<file path="src/rtl/expression_pipe_pkg.sv">
// Shared types and helpers for the pipelined expression evaluator.
// Saturation helpers take a wide exact result and clamp it into a w-bit lane range.
package expression_pipe_pkg;

    localparam int OPW = 3;
    // Wide enough to hold any exact intermediate: a 2*16-bit shift result plus sign.
    localparam int XW  = 34;

    typedef enum logic [OPW-1:0] {
        OP_ADD  = 3'd0,
        OP_SUB  = 3'd1,
        OP_AND  = 3'd2,
        OP_XNOR = 3'd3,
        OP_SHL  = 3'd4,
        OP_SHR  = 3'd5,
        OP_GE   = 3'd6,
        OP_ACC  = 3'd7
    } op_t;

    function automatic logic [15:0] sat_s(input logic signed [XW-1:0] v, input int w);
        logic signed [XW-1:0] hi;
        logic signed [XW-1:0] lo;
        logic signed [XW-1:0] r;
        hi = (XW'(1) << (w - 1)) - XW'(1);
        lo = ~hi;
        if (v > hi) begin
            r = hi;
        end else if (v < lo) begin
            r = lo;
        end else begin
            r = v;
        end
        return r[15:0];
    endfunction

    function automatic logic [15:0] sat_u(input logic signed [XW-1:0] v, input int w);
        logic signed [XW-1:0] hi;
        logic signed [XW-1:0] r;
        hi = (XW'(1) << w) - XW'(1);
        if (v[XW-1]) begin
            r = '0;
        end else if (v > hi) begin
            r = hi;
        end else begin
            r = v;
        end
        return r[15:0];
    endfunction

endpackage

</file>
<file path="src/rtl/expression_pipe_eval_alu.sv">
// One combinational lane: evaluates the opcode on exact wide values, then wraps or saturates.
module expression_lane_alu
    import expression_pipe_pkg::*;
#(
    parameter int W   = 6,
    parameter int SAT = 0
) (
    input  logic [W-1:0] a,
    input  logic [W-1:0] b,
    input  op_t          op,
    input  logic         sgn,
    input  logic [W-1:0] acc,
    output logic [W-1:0] y,
    output logic [W-1:0] acc_nxt
);

    logic signed [XW-1:0] xa;
    logic signed [XW-1:0] xb;
    logic signed [XW-1:0] xacc;
    logic signed [XW-1:0] xshl;
    logic signed [XW-1:0] res_x;
    logic [2*W-1:0]       shl_w;
    logic [W-1:0]         y_direct;
    logic                 direct;
    logic [15:0]          sat_x;

    always_comb begin
        xa   = sgn ? {{(XW-W){a[W-1]}}, a}     : {{(XW-W){1'b0}}, a};
        xb   = sgn ? {{(XW-W){b[W-1]}}, b}     : {{(XW-W){1'b0}}, b};
        xacc = sgn ? {{(XW-W){acc[W-1]}}, acc} : {{(XW-W){1'b0}}, acc};

        // The left shift is evaluated in 2W bits, so bits shifted past 2W are lost first.
        shl_w = {{W{sgn & a[W-1]}}, a} << b[2:0];
        xshl  = sgn ? {{(XW-2*W){shl_w[2*W-1]}}, shl_w} : {{(XW-2*W){1'b0}}, shl_w};

        res_x    = '0;
        y_direct = '0;
        direct   = 1'b0;
        case (op)
            OP_ADD:  res_x = xa + xb;
            OP_SUB:  res_x = xa - xb;
            OP_ACC:  res_x = xacc + xb;
            OP_SHL:  res_x = xshl;
            OP_SHR:  res_x = xa >>> b[2:0];
            OP_AND: begin
                direct   = 1'b1;
                y_direct = a & b;
            end
            OP_XNOR: begin
                direct   = 1'b1;
                y_direct = ~(a ^ b);
            end
            OP_GE: begin
                direct   = 1'b1;
                y_direct = {{(W-1){1'b0}}, (xa >= xb)};
            end
            default: res_x = '0;
        endcase

        sat_x = sgn ? sat_s(res_x, W) : sat_u(res_x, W);

        if (direct) begin
            y = y_direct;
        end else if (SAT != 0) begin
            y = sat_x[W-1:0];
        end else begin
            y = res_x[W-1:0];
        end
        acc_nxt = y;
    end

endmodule

</file>
<file path="src/rtl/expression_pipe_eval.sv">
// Two-stage valid/ready pipeline of LANES expression ALUs with per-lane accumulators.
// S1 holds the accepted operands; S2 holds the computed result until downstream takes it.
module expression_pipe_eval
    import expression_pipe_pkg::*;
#(
    parameter int W     = 6,
    parameter int LANES = 4,
    parameter int SAT   = 0
) (
    input  logic                 clk,
    input  logic                 rst_n,
    input  logic                 in_valid,
    output logic                 in_ready,
    input  logic [LANES*W-1:0]   in_a,
    input  logic [LANES*W-1:0]   in_b,
    input  logic [LANES*OPW-1:0] in_op,
    input  logic [LANES-1:0]     in_sgn,
    input  logic                 acc_clr,
    output logic                 out_valid,
    input  logic                 out_ready,
    output logic [LANES*W-1:0]   out_y
);

    logic                 s1_valid_reg;
    logic [LANES*W-1:0]   s1_a_reg;
    logic [LANES*W-1:0]   s1_b_reg;
    logic [LANES*OPW-1:0] s1_op_reg;
    logic [LANES-1:0]     s1_sgn_reg;
    logic                 out_valid_reg;
    logic [LANES*W-1:0]   out_y_reg;
    logic [LANES*W-1:0]   y_next;

    logic stall;
    logic s1_load;
    logic s2_load;
    logic beat_move;

    assign stall     = out_valid_reg && !out_ready;
    assign s2_load   = !stall;
    assign s1_load   = !s1_valid_reg || !stall;
    assign beat_move = s2_load && s1_valid_reg;

    assign in_ready  = s1_load;
    assign out_valid = out_valid_reg;
    assign out_y     = out_y_reg;

    always_ff @(posedge clk or negedge rst_n) begin
        if (!rst_n) begin
            s1_valid_reg <= 1'b0;
            s1_a_reg     <= '0;
            s1_b_reg     <= '0;
            s1_op_reg    <= '0;
            s1_sgn_reg   <= '0;
        end else if (s1_load) begin
            s1_valid_reg <= in_valid;
            if (in_valid) begin
                s1_a_reg   <= in_a;
                s1_b_reg   <= in_b;
                s1_op_reg  <= in_op;
                s1_sgn_reg <= in_sgn;
            end
        end
    end

    // out_y only changes when a real beat lands, so a drained pipe keeps the last result.
    always_ff @(posedge clk or negedge rst_n) begin
        if (!rst_n) begin
            out_valid_reg <= 1'b0;
            out_y_reg     <= '0;
        end else if (s2_load) begin
            out_valid_reg <= s1_valid_reg;
            if (s1_valid_reg) begin
                out_y_reg <= y_next;
            end
        end
    end

    generate
        for (genvar gi = 0; gi < LANES; gi++) begin : gen_lane
            logic [W-1:0] acc_reg;
            logic [W-1:0] acc_in;
            logic [W-1:0] acc_nxt;
            logic [W-1:0] y_lane;
            op_t          lane_op;

            assign lane_op = op_t'(s1_op_reg[gi*OPW +: OPW]);
            // A clear coinciding with an ACC beat makes that beat start from zero.
            assign acc_in  = acc_clr ? '0 : acc_reg;

            expression_lane_alu #(
                .W   (W),
                .SAT (SAT)
            ) u_alu (
                .a       (s1_a_reg[gi*W +: W]),
                .b       (s1_b_reg[gi*W +: W]),
                .op      (lane_op),
                .sgn     (s1_sgn_reg[gi]),
                .acc     (acc_in),
                .y       (y_lane),
                .acc_nxt (acc_nxt)
            );

            assign y_next[(LANES-1-gi)*W +: W] = y_lane;

            always_ff @(posedge clk or negedge rst_n) begin
                if (!rst_n) begin
                    acc_reg <= '0;
                end else if (beat_move && lane_op == OP_ACC) begin
                    acc_reg <= acc_nxt;
                end else if (acc_clr) begin
                    acc_reg <= '0;
                end
            end
        end
    endgenerate

endmodule

</file>
<file path="config.mk">
export PLATFORM = sky130hd
export DESIGN_NAME = expression_pipe_eval
export DESIGN_NICKNAME = d
export VERILOG_FILES = /design/src/rtl/expression_pipe_pkg.sv /design/src/rtl/expression_pipe_eval_alu.sv /design/src/rtl/expression_pipe_eval.sv
export SDC_FILE = /design/constraint.sdc
export NUM_CORES = 1
export LEC_CHECK = 0
export CAP_MARGIN = 20
export CORE_ASPECT_RATIO = 1.75
export CORE_UTILIZATION = 35
export DETAILED_ROUTE_END_ITERATION = 12
export GPL_TIMING_DRIVEN = 0
export PLACE_DENSITY = 0.5
export SLEW_MARGIN = 0
export SYNTH_ARGS = -nofsm -noshare
export SYNTH_HDL_FRONTEND = slang
export SYNTH_SLANG_ARGS = --single-unit
</file>
<file path="constraint.sdc">
create_clock -name clk -period 6.05 [get_ports clk]
set_clock_uncertainty 0.1 [all_clocks]
set_input_delay 1.815 -clock clk [delete_from_list [all_inputs] [get_ports clk]]
set_output_delay 1.815 -clock clk [all_outputs]
set_load 0.01 [all_outputs]
</file>
==> qor.txt <==
Slew @ Worst Pin -> 741 ps
Dpl hpwl -> 23,900 µm
DRC viols -> 0
Crit path kind -> in -> out
Number of buffers inserted by port buffering -> 94
1st-iter DRT viols -> 482
Combinational Power Share -> 0.445
Starting density of the core -> 0.357
Tot GR Track Use -> 0.232
Initial antenna violation count -> 0
Net count after synthesis -> 1,200
Setup TNS -> 0 ps
Die width -> 127 µm
Post-synth ARST share -> 1.00
Power per cell area -> 325 nW/µm²
Vias in the first global route -> 8,536
Worst-skew pair later-pin latency -> 440 ps
Chip height -> 220 µm
Via count -> 8,238
Placed cell count -> 1,466
CP Max Fanout -> 3
Clock power share -> 0.264
ANT cells -> 0
Synth top area cells -> dfrtp_1, ha_1, mux2_2
Synth-to-Final Area Change -> 20.5%
Yosys top cell by area -> dfrtp_1
Drt first pass iters -> 5
Mapped Cells -> 1,047
DRT Wirelength -> 30,500 µm
GPL Wtd Cong -> 0.937
Share of the synthesized area in the top cell type -> 0.300
Die ar. -> 27,800 µm²
Final std cells w/o fill -> 1,498
CTS hold repair buffers -> 0
Max VDD drop -> 225 µV
TritonCTS Buffers -> 17
Top cells by count, synth -> dfrtp_1, nand2_1, o21ai_0
Most common cell in the netlist -> dfrtp_1
Remaining antenna violation count after routing -> 0
H-tree levels -> 4
Core Footprint -> 26,600 µm²
Via density -> 5.50
CP required -> 4140 ps
Sequential share of the synthesized area -> 0.300
Primary FF master, synth -> dfrtp_1
RSZ-0062 raised after global routing -> no
Rel. slew slack -> 0.506
Final #Nets -> 1,314
Post-synth EDFFs -> 0
CTS root buf -> clkbuf_16
Switch Pwr -> 1.45 mW
DR WL/cell -> 20.3 µm
Worst setup EP type -> output pin
Register area -> 2850 µm²
Ports -> 95
Hold/Removal Path Class -> reg -> reg
CTS max path bufs -> 2
FILL cells -> 2,615
Largest net degree at the start of global routing -> 59
Area of the multi-input gates -> 6150 µm²
TritonCTS Sinks -> 114
GR Overflow Total -> 0
Row Count -> 79
Clk pin slew, worst setup/hold paths -> 50 ps
Switch share -> 0.389
Setup bufs post-CTS -> 0
Hold Vio Cnt, Final -> 0
FF+latch count, synth -> 114
Final Cycle Share -> 0.828
Final total power -> 3.72 mW
Distinct cells, synth -> 70
Outcome -> completed
Startpoint types -> input port
Mapped Area -> 9500 µm²
TritonCTS clock tree -> done
Max cap viols -> 0
Slew Viols, Final -> 0
Post-CTS Resized -> 0
Total number of yosys warnings -> 0
First-pass GRT wire length -> 48,400 µm
Minimum clock period -> 5010 ps
Sequential share of power -> 0.292
Fraction of layout cells with a size suffix above 1 -> 0.128
Internal power -> 2.27 mW
Mean Syn Cell Area -> 9.08 µm²
Final Core Density -> 0.430
Leakage -> 5.02 nW
Arrival @ worst endpoint -> 3090 ps
Fmax -> 0.200 GHz
Finish-stage setup viols -> 0
==> per-layer routing <==
metal | GRT usage | share of wire | up-vias
met5 | 0 | 0 | -
met1 | 0.248 | 0.39 | 3990
met3 | 0.0320 | 0.026 | 62
met4 | 0.122 | 0.042 | 0
li1 | - | - | 3994
met2 | 0.436 | 0.54 | 192
==> critical path: stages <==
cell,delay [ps]
clkdlybuf4s50_1,470
nand3b_1,220
clkdlybuf4s50_1,590
==> cells by family (layout without fill, tap and decap cells) <==
logic type | count (synthesis) | count (layout) | share of synthesized area
AOI/OAI and AO/OA | 268 | 268 | 0.177
xor gates and xnor gates | 30 | 30 | 0.0277
adders and majority gates | 84 | 84 | 0.117
buffers and inverters | 117 | 244 | 0.0520
DFF | 114 | 114 | 0.300
muxes | 129 | 129 | 0.169
and+or+nand+nor | 305 | 305 | 0.158
==> power groups by stage <==
stage / combinational, mW / clock [mW] / sequential (mW)
after CTS: 1.66 / 1.02 / 1.09
after detailed placement: 1.65 / 0 / 1.10
after global routing: 1.83 / 1.03 / 1.11
after global placement: 1.64 / 0 / 1.10
after floorplan: 1.10 / 0 / 1.05
final: 1.66 / 0.981 / 1.09
==> final timing paths <==
kind	from	endpoint	slack, ps	cells past startpoint
setup / recovery	out_ready	in_ready	1040	3
hold / removal	out_y[20]	out_y[20]	380	2
setup reg to reg	s1_op_reg[2]	out_y[22]	2230	13
hold reg to reg	out_y[20]	out_y[20]	380	2
max in group asynchronous	rst_n	s1_op_reg[5]	3910	2
min in group asynchronous	rst_n	s1_a_reg[13]	1240	1
==> per-stage QoR <==
step	hold slack [ps]	worst slack, ps	cell area [µm²]
3_3_place_gp	363	-1760	10800
3_5_place_dp	373	830	10900
4_1_cts	386	1060	11400
2_1_floorplan	371	2110	9500
6_report	381	1040	11400
5_1_grt	421	1010	11400
==> cell type report <==
cell class                      instances  area share
Buffer                                 61      0.0248
Tap cell                              324      0.0354
Inverter                               56      0.0184
Clock inverter                          9     0.00700
Multi-Input combinational cell        816       0.538
Timing Repair Buffer                   95      0.0847
Clock buffer                           23      0.0426
Sequential cell                       114       0.249
==> layout by cell type, fill, tap and decap left out, types with 21 or more instances in the layout <==
cell type	n
mux2_2	67
nand2b_1	35
dfrtp_1	114
nor2b_1	36
clkdlybuf4s50_1	93
ha_1	76
inv_1	55
buf_2	21
a21oi_1	58
o21ai_0	88
nor2_1	59
o22ai_1	26
clkbuf_1	31
nand2_1	107
xnor2_1	21
mux2i_1	45
Note: power is estimated with default switching activity, not from simulation.
==> variant: new RTL, config.mk and constraints unchanged <==
`SAT` is set to 0 in 2 places; all go to 1.
--- a/src/rtl/expression_pipe_eval_alu.sv
+++ b/src/rtl/expression_pipe_eval_alu.sv
@@ -3,7 +3,7 @@
     import expression_pipe_pkg::*;
 #(
     parameter int W   = 6,
-    parameter int SAT = 0
+    parameter int SAT = 1
 ) (
     input  logic [W-1:0] a,
     input  logic [W-1:0] b,
--- a/src/rtl/expression_pipe_eval.sv
+++ b/src/rtl/expression_pipe_eval.sv
@@ -5,7 +5,7 @@
 #(
     parameter int W     = 6,
     parameter int LANES = 4,
-    parameter int SAT   = 0
+    parameter int SAT   = 1
 ) (
     input  logic                 clk,
     input  logic                 rst_n,
Function: changed (Yosys sat finds a counterexample within 4 cycles, from zero or initial values and one cycle with rst_n low).
==> variant against the unedited design <==
- the flow now finishes with violations (negative setup slack)
- total power is 76% higher
- core utilization is 0.90 points higher
- routed wire length is 100% higher
- sequential cell count stayed put
- design area is 76% higher
- worst setup slack worse by 1.5 ns
- die area is 70% higher
- global-route usage is 3.4 points higher
- first-iteration DRC count is 83% higher
- sequential share of layout area is 11 points lower
- critical path depth is 19 higher
- sequential power is 5% higher
- synthesized area is 71% higher
- largest power group unchanged
==> variant: results (changes against the unedited design) <==
Outcome
  • Status: finished with violations (was finished, final reports clean)
  • Failing checks: negative setup slack

Power
  • Leak: 0.00832 uW (was 0.00502 uW)
  • Max IR drop VDD: 0.146 mV (was 0.225 mV)

Timing
  • Final setup violation count: 45 (was 0)
  • Final worst slack: -0.433 ns (was 1.04 ns)
  • Total Neg Setup Slack: -9.49 ns (was 0 ns)
  • Worst Max-Slew Pin Slew: 1.14 ns (was 0.741 ns)

Route
  • Drt pass-1 iters: 7 (was 5)
  • Via density: 5.82 (was 5.50)
  • Drt total wl: 61.3 mm (was 30.5 mm)
  • Detailed Route Iter0 Violations: 880 (was 482)

Place
  • RD Place Congestion: 0.946 (was 0.937)
  • Post-DP HPWL: 48.6 mm (was 23.9 mm)
  • Placed Instance Area: 18200 um^2 (was 10900 um^2)

Global route
  • First-pass GRT wire length: 94.5 mm (was 48.4 mm)
  • Largest net degree at the start of global routing: 94 (was 59)
  • Vias in the first global route: 16300 (was 8536)
  • Gr usage total: 0.265 (was 0.232)

Critical path
  • R2R depth: 21 (was 13)
  • Critical path peak fanout: 5 (was 3)
  • Slowest-stage cell, CP: or4_4 (was clkdlybuf4s50_1)
  • Setup crit start: acc_clr (was out_ready)
  • CP peak stage delay: 0.56 ns (was 0.59 ns)
  • R2r startpoint: s1_b_reg[2] (was s1_op_reg[2])
  • CP arrival: 6.69 ns (was 3.09 ns)
  • FF-to-FF setup slack: -0.29 ns (was 2.23 ns)
  • Critical Path Sink Type: register (was output pin)
  • Worst reg2reg endpoint: gen_lane[0].acc_reg[4] (was out_y[22])

Logic synthesis
  • Sequential fraction of the synthesis area: 0.175 (was 0.300)
  • Synth Net Count: 2203 (was 1200)
  • Post-synthesis cell type count: 92 (was 70)
  • Synth top cells by count: nand2_1, o21ai_0, a21oi_1, nor2_1, fa_1 (was dfrtp_1, nand2_1, o21ai_0, ha_1, mux2_2)
  • Top cells by area, synth: dfrtp_1, fa_1, ha_1 (was dfrtp_1, ha_1, mux2_2)

Cells and area
  • Fill cells: 4627 (was 2615)
  • Final net count: 2378 (was 1314)
  • Area of the multi-input gates: 13400 um^2 (was 6150 um^2)
  • Share of cells above drive strength 1: 0.203 (was 0.128)
  • # diodes: 0 (unchanged)

Clock network
  • Clock transition at the registers of the reported paths: 0.06 ns
  • CTS H-tree depth: 4 (unchanged)

Min path
  • Hold_sp: out_y[22] (was out_y[20])
variant: cell types whose count changed in the layout (fill, tap and decap cells not counted), moves of 21 or more:
cell | before | now
buf_4 | 5 | 52
nor2_1 | 59 | 129
nand2b_1 | 35 | 56
nand2_1 | 107 | 155
a21oi_1 | 58 | 111
a21o_1 | 11 | 46
fa_1 | 8 | 107
inv_1 | 55 | 109
clkbuf_1 | 31 | 79
variant: power by group:
group	internal [uW]	switching, uW	leakage (uW)
combinational	1880	2510	0.00667
sequential	905	235	0.00137
clock	609	417	0.000278
variant: kinds of logic after synthesis:
kind of cell | count (synthesis) | synth area share
muxes | 133 | 0.105
and+or+nand+nor | 627 | 0.199
adders and majority gates | 204 | 0.212
AOI/OAI and AO/OA | 584 | 0.238
DFF | 114 | 0.175
xor gates and xnor gates | 22 | 0.0118
buffers and inverters | 246 | 0.0589
variant: per-layer routing:
metal | global-route usage | vias to the layer above | routed length, um | part of all wire
li1 | - | 7315 | - | -
met1 | 0.278 | 7763 | 22400 | 0.37
met2 | 0.481 | 450 | 32500 | 0.53
met3 | 0.0281 | 196 | 1800 | 0.029
met4 | 0.192 | 0 | 4580 | 0.075
met5 | 0 | - | 0 | 0
variant: through the flow:
stage               cells  worst slack [ns]
CTS                  2685            -0.458
detailed placement   2613             -1.73
floorplan            1930            -0.324
global placement     2607             -1.73
global route         2701            -0.611
finish               2701            -0.433
variant: layout make-up:
| type | instances | area share |
|---|---|---|
| plain buffers | 120 | 0.0265 |
| clock buffers | 17 | 0.0211 |
| clock inverters | 15 | 0.00793 |
| inverters | 121 | 0.0225 |
| multi-input cells | 1570 | 0.665 |
| flip-flops and latches | 114 | 0.141 |
| well taps | 583 | 0.0361 |
| repair buffers | 161 | 0.0797 |
variant: worst min-delay path by stage:
| stage | end | slack (ns) | cells past startpoint |
|---|---|---|---|
| final | out_y[22] | 0.41 | 2 |
| after global routing | out_y[18] | 0.44 | 2 |
| after CTS | out_valid | 0.41 | 1 |
| after detailed placement | out_y[18] | 0.39 | 2 |
| after global placement | out_y[22] | 0.38 | 2 |
| after floorplan | out_valid | 0.37 | 1 |
variant: repair_timing:
item                       4_1_cts  5_1_grt
gates cloned                     1        0
setup buffers                   43       16
setup endpoints to repair       48       48
pin swaps                       70       58
resized for setup              155       68
variant: critical path: cells and delay by family:
| kind | cells | cell delay (ns) |
|---|---|---|
| AO/OA/AOI/OAI | 7 | 0.89 |
| AND/OR/NAND/NOR | 8 | 2.59 |
| adder cells (fa/ha/maj) | 3 | 0.91 |
| multiplexers | 1 | 0.10 |
| buffers and inverters | 3 | 0.39 |
